### src/rtl/drop_sequencer.sv
// drop_sequencer
//   Confirms a "time within limit" condition over several consecutive clock
//   edges, then pulses a drop actuator for a fixed number of cycles. After the
//   pulse comes a dead-time lockout. The current phase is shown on a row of
//   seven-segment digits.
//
// Ports
//   clk            rising-edge clock
//   rst_n          asynchronous active-low reset
//   t_act, t_lim   actual / limit time, unsigned, DATA_WIDTH bits
//   drop_en        drop enable
//   abort          cancel request (honoured in CONFIRM and DROP only)
//   seven_seg      registered display, digit i at [7i+6:7i], active-high, bit 6 = g
//   drop_activated registered actuator command, high exactly while state = DROP
//   state          registered FSM state: IDLE=0, CONFIRM=1, DROP=2, LOCKOUT=3
//
// Handshake note: this block has no valid/ready channels. Inputs are plain
// levels that are sampled on every rising clock edge.
module drop_sequencer #(
  parameter int DATA_WIDTH     = 16,
  parameter int N_DIGITS       = 4,
  parameter int CONFIRM_CYCLES = 3,
  parameter int DROP_CYCLES    = 4,
  parameter int LOCKOUT_CYCLES = 6
) (
  input  logic                    clk,
  input  logic                    rst_n,
  input  logic [DATA_WIDTH-1:0]   t_act,
  input  logic [DATA_WIDTH-1:0]   t_lim,
  input  logic                    drop_en,
  input  logic                    abort,
  output logic [7*N_DIGITS-1:0]   seven_seg,
  output logic                    drop_activated,
  output logic [1:0]              state
);

  localparam int MAX_CD  = (CONFIRM_CYCLES > DROP_CYCLES) ? CONFIRM_CYCLES : DROP_CYCLES;
  localparam int MAX_CYC = (MAX_CD > LOCKOUT_CYCLES) ? MAX_CD : LOCKOUT_CYCLES;
  localparam int CNT_W   = $clog2(MAX_CYC + 1);
  localparam int DISP_W  = 4 * N_DIGITS;

  // The counter holds how many edges have already been spent in the current
  // state, so each state exits when it reaches its cycle count minus one.
  localparam logic [CNT_W-1:0] CONFIRM_LAST = CNT_W'(CONFIRM_CYCLES - 1);
  localparam logic [CNT_W-1:0] DROP_LAST    = CNT_W'(DROP_CYCLES - 1);
  localparam logic [CNT_W-1:0] LOCKOUT_LAST = CNT_W'(LOCKOUT_CYCLES - 1);

  typedef enum logic [1:0] {
    ST_IDLE    = 2'd0,
    ST_CONFIRM = 2'd1,
    ST_DROP    = 2'd2,
    ST_LOCKOUT = 2'd3
  } state_t;

  state_t             state_q, state_d;
  logic [CNT_W-1:0]   cnt_q, cnt_d;
  logic [7*N_DIGITS-1:0] seg_d;
  logic               drop_d;
  logic               qualify;
  // t_act zero-extended (or truncated) to one nibble per digit, so digits
  // beyond the data width show 0.
  logic [DISP_W-1:0]  t_disp;

  assign qualify = drop_en && (t_act <= t_lim);
  assign t_disp  = DISP_W'(t_act);
  assign state   = state_q;

  function automatic logic [6:0] hex_glyph(input logic [3:0] nib);
    logic [6:0] g;
    case (nib)
      4'h0: g = 7'h3F;
      4'h1: g = 7'h06;
      4'h2: g = 7'h5B;
      4'h3: g = 7'h4F;
      4'h4: g = 7'h66;
      4'h5: g = 7'h6D;
      4'h6: g = 7'h7D;
      4'h7: g = 7'h07;
      4'h8: g = 7'h7F;
      4'h9: g = 7'h6F;
      4'hA: g = 7'h77;
      4'hB: g = 7'h7C;
      4'hC: g = 7'h39;
      4'hD: g = 7'h5E;
      4'hE: g = 7'h79;
      default: g = 7'h71;
    endcase
    return g;
  endfunction

  // Next-state and duration counter.
  always_comb begin
    state_d = state_q;
    cnt_d   = cnt_q;
    unique case (state_q)
      ST_IDLE: begin
        // The qualifying edge that leaves IDLE already counts as one.
        if (qualify) begin
          state_d = ST_CONFIRM;
          cnt_d   = CNT_W'(1);
        end
      end
      ST_CONFIRM: begin
        if (!qualify || abort) begin
          state_d = ST_IDLE;
          cnt_d   = '0;
        end else if (cnt_q == CONFIRM_LAST) begin
          state_d = ST_DROP;
          cnt_d   = '0;
        end else begin
          cnt_d = cnt_q + CNT_W'(1);
        end
      end
      ST_DROP: begin
        if (abort || (cnt_q == DROP_LAST)) begin
          state_d = ST_LOCKOUT;
          cnt_d   = '0;
        end else begin
          cnt_d = cnt_q + CNT_W'(1);
        end
      end
      ST_LOCKOUT: begin
        // Dead time: inputs and abort are deliberately ignored here.
        if (cnt_q == LOCKOUT_LAST) begin
          state_d = ST_IDLE;
          cnt_d   = '0;
        end else begin
          cnt_d = cnt_q + CNT_W'(1);
        end
      end
      default: begin
        state_d = ST_IDLE;
        cnt_d   = '0;
      end
    endcase
  end

  // Outputs are decoded from the state being entered, then registered, so
  // they line up with state_q after each edge.
  always_comb begin
    seg_d  = '0;
    drop_d = (state_d == ST_DROP);
    unique case (state_d)
      ST_IDLE, ST_CONFIRM: begin
        for (int i = 0; i < N_DIGITS; i++) begin
          seg_d[7*i +: 7] = hex_glyph(t_disp[4*i +: 4]);
        end
      end
      ST_DROP: begin
        // "droP" on digits 3..0; higher digits stay blank.
        seg_d[27:0] = {7'h5E, 7'h50, 7'h5C, 7'h73};
      end
      ST_LOCKOUT: begin
        for (int i = 0; i < N_DIGITS; i++) begin
          seg_d[7*i +: 7] = 7'h40;
        end
      end
      default: seg_d = '0;
    endcase
  end

  always_ff @(posedge clk or negedge rst_n) begin
    if (!rst_n) begin
      state_q        <= ST_IDLE;
      cnt_q          <= '0;
      seven_seg      <= '0;
      drop_activated <= 1'b0;
    end else begin
      state_q        <= state_d;
      cnt_q          <= cnt_d;
      seven_seg      <= seg_d;
      drop_activated <= drop_d;
    end
  end

endmodule

### config.mk
export PLATFORM = sky130hd
export DESIGN_NAME = drop_sequencer
export DESIGN_NICKNAME = d
export VERILOG_FILES = /design/src/rtl/drop_sequencer.sv
export SDC_FILE = /design/constraint.sdc
export NUM_CORES = 1
export LEC_CHECK = 0
export CAP_MARGIN = 20
export CORE_ASPECT_RATIO = 1.25
export CORE_MARGIN = 5
export CORE_UTILIZATION = 45
export DETAILED_ROUTE_END_ITERATION = 8
export PLACE_DENSITY = 0.74
export SLEW_MARGIN = 20
export SYNTH_ARGS = -nofsm -noshare
export SYNTH_HDL_FRONTEND = slang
export SYNTH_SLANG_ARGS = --single-unit
### constraint.sdc
create_clock -name clk -period 4.2 [get_ports clk]
set_input_delay 1.05 -clock clk [delete_from_list [all_inputs] [get_ports clk]]
set_output_delay 1.05 -clock clk [all_outputs]
set_load 0.05 [all_outputs]
==> impl_results.md, run 1 <==
* Status: complete, no violations
* CP max FO at 19
* Met2 Use GR at slightly above 30%
* Clock sink total at 34
* PortBufs at 66
* Synthesized area at 2744 um^2
* Synth unique cells at 46
* CTS Hold Bufs at 0
* Hold Worst Slack at 0.6236 ns
* Setup violators final at 0
* Clk_lat worst skew at around 0.29 ns
* Fraction of registers with async set/reset at 100.0%
* Per-cell routed wire length at around 14 um
* Most used DFF post-synth: dfrtp_1
* Final Skew at 0.004288 ns
* Total gr overflow at 0
* Max Freq at 313.4 MHz
* Die footprint at just under 8000 um^2
* RSZ-0062 raised after global routing: no
* Cts repair resizes at 0
* P&R area growth vs syn at 31.24%
* Grt met3 use at 3.525%
* CTS root buffer: clkbuf_8
* Number of synthesized register bits at 34
* Worst IR Drop VDD at 257.0 uV
* WP data arrival at 3.38 ns
* MaxCap Viol Count at 0
* Number of CTS-inserted buffers at 5
* Post-synth top area share at 31.01%
* Die H at 97.31 um
* Launch point of the worst path: t_act[14]
* Via density at 5.383
* Most common library cell in the layout ignoring fill and taps: clkdlybuf4s50_1
* Max-slew violation count at 0
* Placer Congestion at 0.8763
* Initial antenna violation count at 0
* Worst-path clk slew at 0.07 ns
* DIE WIDTH at 79.84 um
* Vias in the first global route at 2420
* Crit path capture type: flip-flop
* Core Region at 5857 um^2
* Top Usage Layer GRT: met2
* Design Area, Final at approximately 3600 um^2
* Drt drc at 0
* Min cycle time layout at 3.191 ns
* H-tree depth at 2
* Critical path required time at 4.39 ns
* Crit Path Class: in -> reg
* Layout cell share with drive strength beyond 1 at 6.631%
* Via count at 2471
* Ports at between 60 and 70
* Synth area leader: dfrtp_1
* First-pass GRT wire length at 11.07 mm
* Post-layout util at 61.48%
* Post-CTS Setup Inserts at 0
* HPWL Detailed at around 5.2 mm
* DRT Wirelength at 6.538 mm
* Clk buf depth at 2
* Yosys Warn Count at 0
* Effective utilization at floorplan at 46.85%
* ANT cells at 0
* Fin. Hold Viols at 0
* Crit start category: input port
* Dominant cells by area after synthesis: dfrtp_1, ha_1, o21ai_0
* Nets at 453
* CTS tree: done
* Initial DRC count at 184
* Max_slew headroom at between 50 and 60%
* EDFF count, synth at 0
* Largest net degree at the start of global routing at 35
* PwrDens at 538.9 nW/um^2
* First-pass DRT Iterations at 4
* Sequential cell area at roughly 850 um^2
* Multi-input gate area at roughly 1700 um^2
* Worst slew pin tran at 0.6072 ns
* Post-DP Area at around 3500 um^2
* Antenna-violating nets left at 0
* Row cnt at 31
* Post-synthesis cell count at 309
* Fin crit share at 75.97%
* FILL cells at 511
* Syn avg cell area at 8.880 um^2
* Hold crit path type: reg -> reg
* Commonest cells after routing, fill and taps aside: clkdlybuf4s50_1, ha_1, inv_1
* Pleak at 1.620 nW
* Reg-to-reg startpoint: cnt_q[0]
* GRT Total Usage at 17.47%
* Sequential fraction of the synthesis area at 31.01%
* Total Power at 1.941 mW
* Hold Startpoint: cnt_q[0]
* Setup Total Neg Slack at 0 ns
* Post-Syn Nets at 386
* Met1 Track Usage GR at 21.31%
-- cells by family after synthesis --
kind of cell / count (synthesis) / share of synthesized area [%]
flops: 34 / 31.01
compound gates: 97 / 22.34
simple gates: 73 / 13.68
mux: 14 / 7.068
fa+ha+maj: 41 / 18.70
xor+xnor: 1 / 0.3193
buf+inv: 49 / 6.886
-- stage by stage --
stage | setup slack [ns] | cells
after detailed placement | 0.7030 | 451
final | 1.009 | 459
after floorplan | 1.475 | 309
after global placement | 0.7888 | 451
after CTS | 1.007 | 459
after global routing | 0.8302 | 459
-- cell usage after synthesis, drive strengths merged (3+ instances only) --
library cell	count
a211oi	7
a21boi	4
a21oi	18
a22oi	3
a31oi	6
buf	6
clkbuf	7
dfrtp	34
ha	41
inv	36
mux2	3
mux2i	7
mux4	4
nand2	19
nand2b	7
nand3	9
nand4	3
nor2	15
nor2b	3
nor3	7
o211ai	10
o21ai	33
o31ai	3
-- routing by layer --
metal	routed length [um]	up-vias
met5	0	-
met4	91	0
met3	395	9
met2	3327	76
met1	2724	1138
li1	-	1248
-- where the power goes --
part,internal [mW],leakage [nW],switching [mW]
clock,0.132,0.0472,0.117
combinational,0.401,1.16,0.762
sequential,0.460,0.416,0.0696
total,0.992,1.62,0.949
-- layout make-up --
class                   count  area share (%)
well taps                  82           2.849
clock inverters             2          0.3475
repair buffers             73           19.81
multi-input cells         226           47.32
flip-flops and latches     34           23.63
clock buffers               6           2.293
inverters                  36           3.753
-- worst paths after layout --
path,to,slack (ns),depth (start not counted)
min in group asynchronous,seven_seg[7],1.17,2
max in group asynchronous,state[1],2.73,2
min,cnt_q[0],0.62,2
min reg2reg,cnt_q[0],0.62,2
max reg2reg,seven_seg[18],2.02,7
max,seven_seg[25],1.01,8
-- state kept, by name, indices dropped and copies added (netlist names) --
register / count
cnt_q: 3
drop_activated: 1
seven_seg: 28
state: 2
-- critical path, cell delays in order --
cell             delay, ns
clkdlybuf4s50_1       0.66
ha_1                  0.30
nand4_1               0.16
o2111ai_1             0.14
a311o_1               0.33
o31a_1                0.34
buf_4                 0.20
o21ai_0               0.19
Note: power is estimated with default switching activity, not from simulation.
==> run 2, diff against run 1 <==
==> constraint.sdc (replaced) <==
create_clock -name clk -period 2.95 [get_ports clk]
set_input_delay 0.7375 -clock clk [delete_from_list [all_inputs] [get_ports clk]]
set_output_delay 0.7375 -clock clk [all_outputs]
set_load 0.05 [all_outputs]
==> impl_results.md, run 2 (same netlist as run 1, synthesis figures left out) <==
* Initial antenna violation count at 0
* PwrDens at ~760 nW/um^2
* Commonest cells after routing, fill and taps aside: clkdlybuf4s50_1, ha_1, inv_1
* Reg power frac at between 20% and 30%
* Vias in the first global route at ~2.5k
* Effective utilization at floorplan at 46.85%
* Pleak at 1.741 nW
* Design Area, Final at 3787 um^2
* Status: complete, no violations
* Die footprint at slightly below 8000 um^2
* Total gr overflow at 0
* Met3 wire length at 443 um
* WP data arrival at 2.91 ns
* Per-cell routed wire length at approximately 14 um
* Combinational cell fraction of total power at 59.7%
* Most common library cell in the layout ignoring fill and taps: clkdlybuf4s50_1
* Critical path required time at 3.13 ns
* CP cell instances: clkdlybuf4s50_1 > inv_1 > ha_1 > nand4_1 > o2111ai_1 > a311o_1 > o31a_1 > buf_4 > a22oi_1
* Ports at 67
* Crit path capture type: flip-flop
* Antenna-violating nets left at 0
* Net Sw Frac at 47.30%
* Hold Worst Slack at 0.6109 ns
* Fin. Hold Viols at 0
* Top cell family by delay on the critical path: compound AO/OA/AOI/OAI gates
* Setup violators final at 0
* Critical path buffer and inverter count at 3
* FILL cells at 482
* Hold crit path type: reg -> reg
* Number of CTS-inserted buffers at 5
* Max_slew headroom at between 60% and 70%
* Setup Total Neg Slack at 0 ns
* DIE WIDTH at approximately 80 um
* Die H at 97.31 um
* Clk_lat worst skew at 0.28 ns
* Cts repair resizes at 0
* Crit start category: input port
* Initial DRC count at 193
* CTS Hold Bufs at 0
* Max-slew violation count at 0
* Row cnt at 31
* HPWL Detailed at 5.368 mm
* P&R area growth vs syn at 38.03%
* Worst slew pin tran at approximately 0.57 ns
* Clock share of power at 14.3%
* Nets at 476
* Via count at 2600
* Largest net degree at the start of global routing at 35
* Most flop-heavy register: seven_seg
* Post-CTS Setup Inserts at 0
* Slowest CP cell: clkdlybuf4s50_1
* H-tree depth at 2
* Crit path largest cell delay at 0.45 ns
* Placer Congestion at 0.8613
* Worst-path clk slew at roughly 0.070 ns
* First-pass DRT Iterations at 5
* Max Freq at 366.9 MHz
* ANT cells at 0
* Pre-CTS WS at -0.05662 ns
* Post-DP Area at 3679 um^2
* Met2 wire length at between 3 and 4 mm
* Uppermost layer routed: met4
* WL met1 at 2.657 mm
* Sw Pwr at about 1.4 mW
* Crit Path Class: in -> reg
* RSZ-0062 raised after global routing: no
* Worst IR Drop VDD at between 300 and 400 uV
* Fin crit share at 92.38%
* Clock sink total at 34
* Min cycle time layout at 2.725 ns
* PortBufs at 66
* Layout cell share with drive strength beyond 1 at 12.00%
* GRT Total Usage at 17.37%
* DRT Wirelength at 6.638 mm
* CP max FO at 9
* Final Skew at ~0.009 ns
* Clk buf depth at 2
* Drt drc at 0
* MaxCap Viol Count at 0
* First-pass GRT wire length at ~11 mm
* Via density at between 5 and 6
* CTS root buffer: clkbuf_8
* Core Region at 5857 um^2
* Slack of the critical path at 0.2247 ns
* Cell-internal power at 1.520 mW
* CTS tree: done
* Max FFs per register at 28
## run 2: changes by cell type in the layout (fill, tap and decap cells not counted)
cell | before | now
buf_4 | 7 | 30
bufinv_16 | 0 | 1
clkbuf_8 | 6 | 5
clkinv_2 | 1 | 2
clkinvlp_4 | 1 | 0
## run 2: metal layers
layer  track usage, %  vias up
met5                0        -
met4            4.681        0
met3            3.432        9
met2            32.60       88
met1            19.43     1213
li1                 -     1290
## run 2: cell type report
cell class              instances  area [um^2]  share of cell area (%)
flip-flops and latches         34        850.8                   22.46
clock inverters                 3        40.04                   1.057
multi-input cells             226         1704                   44.99
well taps                      82        102.6                   2.709
repair buffers                 96        885.9                   23.39
clock buffers                   5        68.82                   1.817
inverters                      36        135.1                   3.568
## run 2: power by group through the flow
stage | logic, mW | clock network (mW) | registers, mW
2_1_floorplan | 0.532 | 0 | 1.34
5_1_grt | 1.84 | 0.439 | 0.774
3_3_place_gp | 1.70 | 0 | 0.752
3_5_place_dp | 1.72 | 0 | 0.757
4_1_cts | 1.73 | 0.423 | 0.749
6_report | 1.72 | 0.414 | 0.749
## run 2: worst paths after layout
path / start / to / slack, ns / cells past startpoint
setup / recovery: t_lim[15] / state[0] / 0.22 / 9
hold / removal: cnt_q[0] / cnt_q[0] / 0.61 / 3
setup reg to reg: cnt_q[0] / seven_seg[25] / 0.73 / 8
hold reg to reg: cnt_q[0] / cnt_q[0] / 0.61 / 3
max in group asynchronous: rst_n / seven_seg[0] / 1.79 / 2
min in group asynchronous: rst_n / seven_seg[17] / 0.86 / 2
## run 2: worst register-to-register path, stage by stage, from the launching register on
cell and delay [ns]:
dfrtp_1 0.42, ha_1 0.22, ha_1 0.21, or4b_1 0.48
o21ai_0 0.12, or2_1 0.34, buf_4 0.19, o21ai_0 0.07
o21ai_0 0.10
## run 2: stage by stage
step / utilization, % / std cells / total power, mW
floorplan: - / 309 / 1.876
global placement: 62.81 / 474 / 2.452
detailed placement: 62.81 / 474 / 2.479
CTS: 64.67 / 482 / 2.901
global route: 64.67 / 482 / 3.055
finish: 64.67 / 482 / 2.883
